[config.mk]
export PLATFORM = sky130hd
export DESIGN_NAME = incr_arbiter
export DESIGN_NICKNAME = d
export VERILOG_FILES = /design/src/rtl/incr_arbiter.sv
export SDC_FILE = /design/constraint.sdc
export NUM_CORES = 1
export LEC_CHECK = 0
export CAP_MARGIN = 30
export CORE_MARGIN = 2
export CORE_UTILIZATION = 42
export DETAILED_ROUTE_END_ITERATION = 6
export PLACE_DENSITY = 0.82
export RECOVER_POWER = 25
export SLEW_MARGIN = 20
export SYNTH_ARGS = -nofsm -noshare
export SYNTH_HDL_FRONTEND = slang
export SYNTH_SLANG_ARGS = --single-unit
[constraint.sdc]
create_clock -name clk -period 4.5 [get_ports clk]
set_input_delay 0.675 -clock clk [delete_from_list [all_inputs] [get_ports clk]]
set_output_delay 0.675 -clock clk [all_outputs]
set_load 0.02 [all_outputs]
[src/rtl/incr_arbiter.sv]
// incr_arbiter: round-robin arbiter sharing one WIDTH-bit incrementer among NREQ requesters
module incr_arbiter #(
   parameter int NREQ  = 4,
   parameter int WIDTH = 4,
   localparam int IDW  = $clog2(NREQ)
) (
   input  logic                  clk,
   input  logic                  rst_n,
   input  logic [NREQ-1:0]       req_i,
   input  logic [NREQ*WIDTH-1:0] req_data_i,
   output logic [NREQ-1:0]       gnt_o,
   output logic                  res_valid_o,
   output logic [WIDTH-1:0]      res_data_o,
   output logic [IDW-1:0]        res_id_o,
   output logic                  res_wrap_o,
   input  logic                  res_ready_i,
   output logic                  busy_o
);
   localparam logic [0:0] IDLE = 1'b0;
   localparam logic [0:0] BUSY = 1'b1;

   logic [0:0]       state_q, state_d;
   logic [IDW-1:0]   ptr_q, ptr_d, id_q, id_d, win;
   logic [WIDTH-1:0] opnd_q, opnd_d;
   logic [NREQ-1:0]  gnt_q, gnt_d;
   logic             start;
   int               j;

   // descending scan so the requester closest to ptr is written last and wins
   always_comb begin
      win = ptr_q;
      j   = 0;
      for (int k = NREQ - 1; k >= 0; k--) begin
         j = int'(ptr_q) + k;
         if (j >= NREQ) j = j - NREQ;
         if (req_i[j]) win = IDW'(j);
      end
   end

   assign start   = (state_q == IDLE) && (|req_i);
   assign state_d = start ? BUSY : ((state_q == BUSY) && res_ready_i) ? IDLE : state_q;
   assign gnt_d   = start ? (NREQ'(1) << win) : '0;
   assign opnd_d  = start ? req_data_i[win*WIDTH +: WIDTH] : opnd_q;
   assign id_d    = start ? win : id_q;
   assign ptr_d   = start ? ((win == IDW'(NREQ - 1)) ? '0 : win + IDW'(1)) : ptr_q;

   always_ff @(posedge clk or negedge rst_n) begin
      if (!rst_n) begin
         state_q <= IDLE;
         ptr_q   <= '0;
         id_q    <= '0;
         opnd_q  <= '0;
         gnt_q   <= '0;
      end else begin
         state_q <= state_d;
         ptr_q   <= ptr_d;
         id_q    <= id_d;
         opnd_q  <= opnd_d;
         gnt_q   <= gnt_d;
      end
   end

   assign gnt_o       = gnt_q;
   assign res_valid_o = (state_q == BUSY);
   assign busy_o      = (state_q == BUSY);
   assign res_data_o  = opnd_q + WIDTH'(1);
   assign res_id_o    = id_q;
   assign res_wrap_o  = &opnd_q;
endmodule

==> flow_summary.yaml <==
status:
  status: "completed"
place:
  place_inst: 122
  globalplace.congestion: 0.740
  post-place-ws_ns: 2.07
  place_area_um2: 1070
  dpl.hpwl_um: 1350
  port_buffers: 35
sta:
  rsz0062_at_grt: "no"
  max_freq_mhz: 425
  finalCritPeriodShare: 0.522
  worst_clock_skew_ns: 0.00320
  worstMarginPinSlew_ns: 0.536
  slew_headroom: 0.641
  drv_slew: 0
  hold_viol_final: 0
  fin_setup_tns_ns: 0
  setup_violations: 0
  timing.hold.ws_ns: 0.488
  timing.final.ws_setup_ns: 2.15
  fin_crit_ns: 2.35
drt:
  vias: 675
  wl_per_cell_um: 13.4
  routed_wl_um: 1690
  first_iter_violations: 7
  ant_nets: 0
  drc: 0
  viasPerCell: 5.36
  first_pass_iters: 4
power_and_ir_drop:
  p_leak_nw: 0.499
  fin_total_pwr_mw: 0.678
  power_density_nw_per_um2: 617
  peakVddDrop_v: 0.000377
clock_tree:
  cts_hold_buf: 0
  clkLatencyLatePin_ns: 0.28
  clockRootBuffer: "clkbuf_4"
  htree_levels: 1
  clockBufferDepth: 2
  cts_setup_buffers: 0
  cts_tree: "yes"
  numCtsBuffers: 3
  clock_sinks: 13
  post_cts_resized: 0
  path_clk_slew_ns: 0.07
setup_path:
  crit_family: "buffers and inverters"
  path_class: "reg2out"
  cp.required_ns: 3.83
  worstPathArrival_ns: 1.68
  path_cells: "ha_1 -> xor2_1 -> clkdlybuf4s50_1"
  critPathBufInv: 1
  critPathCaptureType: "output pin"
  cp_slowest_stage_delay_ns: 0.62
  crit_slowest_cell: "clkdlybuf4s50_1"
  crit_fanout: 4
  startpoint_type: "flip-flop"
floorplan:
  core_um2: 1560
  rows: 14
  die_h_um: 45.4
  fp.dieW_um: 45.4
  initial_core_util: 0.462
  die_area_um2: 2060
  io_pins: 36
final_layout:
  design_area_um2: 1100
  finish.utilization: 0.705
  insertedDiodeCount: 0
  area.sequential_um2: 325
  final_nets: 136
  synthToLayoutAreaGrowth_pct: 52.4
  drive_gt1_frac: 0.0545
  finalNonFillerCells: 126
  fillers: 124
  multi_input_area_um2: 365
synthesis:
  yosysWarnings: 0
  syn_inst: 73
  syn_area_um2: 721
  ys_seq_area_frac: 0.451
  ys_ff_latch: 13
  yosysUniqueCellTypes: 27
  syn_area_per_cell_um2: 9.87
  synth_nets: 98
global_route:
  grt_pass1_vias: 618
  grt_first_pass_wirelength_um: 2790
  antenna_found_initial: 0
  grtUsageMet2: 0.313
  overflow: 0
  grt_busiest_layer: "met2"
  grt_max_degree: 14
  met1_usage: 0.241
  grt_usage: 0.196
  grt_use_met3: 0.0714
job:
  maxCapViolCount: 0
worst_hold_path:
  hold_class: "reg2reg"
-- power by group --
group | leakage (nW) | switching (mW) | internal (mW) | total [mW]
sequential | 0.163 | 0.0425 | 0.168 | 0.210
combinational | 0.321 | 0.207 | 0.190 | 0.397
clock | 0.0150 | 0.0363 | 0.0344 | 0.0707
total | 0.499 | 0.286 | 0.392 | 0.678
-- sequential cells by signal (all words and copies together) (netlist names) --
register  cells
ptr_q         2
opnd_q        4
res_id_o      2
gnt_o         4
busy_o        1
-- worst register-to-register path: stages (launching register included) --
cell and delay (ns):
dfrtp_1 0.45, or3_1 0.41, nand4b_2 0.12, nand2_2 0.21, ha_1 0.35, nand2_1 0.06
nand2_1 0.05
-- Yosys cell counts, drive strengths merged --
cell | instances | area share
clkinv | 1 | 0.0052
dfrtp | 13 | 0.45
a221oi | 1 | 0.021
nor2b | 1 | 0.0087
nand2b | 3 | 0.026
buf | 2 | 0.026
xnor2 | 1 | 0.012
mux2i | 8 | 0.11
xor2 | 1 | 0.012
nor2 | 4 | 0.021
nand4b | 1 | 0.021
nand3 | 1 | 0.0069
and3 | 1 | 0.0087
and2 | 1 | 0.0087
nand3b | 1 | 0.010
or3 | 1 | 0.0087
o21a | 1 | 0.010
o221ai | 4 | 0.049
a21o | 1 | 0.010
nand2 | 17 | 0.092
inv | 2 | 0.010
a21oi | 3 | 0.021
o21ai | 2 | 0.014
ha | 2 | 0.035
-- layer usage --
| metal | share of wire | vias up |
|---|---|---|
| li1 | - | 328 |
| met2 | 0.50 | 18 |
| met4 | 0.015 | 0 |
| met5 | 0 | - |
| met3 | 0.045 | 4 |
| met1 | 0.44 | 325 |
-- layout make-up --
type / instances / area share
Multi-Input combinational cell: 55 / 0.333
Timing Repair Buffer: 35 / 0.319
Sequential cell: 13 / 0.296
Clock buffer: 4 / 0.0239
Tap cell: 16 / 0.0182
Inverter: 3 / 0.0103
-- layout by cell type (no fill, tap or decap) --
cell,count
dlygate4sd3_1,1
clkdlybuf4s50_1,34
nand2_1,16
o221ai_1,4
a221oi_2,1
nand2_2,1
clkbuf_1,1
and2_1,1
xnor2_1,1
ha_1,2
clkinv_1,1
xor2_1,1
nor2b_1,1
dfrtp_1,13
nand2b_1,3
nand3_1,1
inv_1,2
a21oi_1,3
nand3b_1,1
and3_1,1
clkbuf_4,3
nand4b_2,1
o21a_1,1
nor2_1,4
o21ai_0,1
or3_1,1
o21ai_1,1
mux2i_1,8
a21o_1,1
-- cells by family after synthesis --
family                   after synthesis  share of synthesized area
multiplexers                           8                      0.111
AO/OA/AOI/OAI                         12                      0.125
buffers and inverters                  5                     0.0417
AND/OR/NAND/NOR                       31                      0.212
flip-flops                            13                      0.451
adder cells (fa/ha/maj)                2                     0.0347
XOR/XNOR                               2                     0.0243
-- worst paths after layout --
kind / startpoint / to / slack [ns] / cells past startpoint
min: res_id_o[1]$_DFFE_PN0P_ / res_id_o[1]$_DFFE_PN0P_ / 0.49 / 2
max in group asynchronous: rst_n / opnd_q[1]$_DFFE_PN0P_ / 3.33 / 1
max reg2reg: ptr_q[1]$_DFFE_PN0P_ / ptr_q[1]$_DFFE_PN0P_ / 2.75 / 6
min reg2reg: res_id_o[1]$_DFFE_PN0P_ / res_id_o[1]$_DFFE_PN0P_ / 0.49 / 2
max: opnd_q[0]$_DFFE_PN0P_ / res_data_o[2] / 2.15 / 3
min in group asynchronous: rst_n / ptr_q[1]$_DFFE_PN0P_ / 0.81 / 1
(Power assumes the default switching activity.)
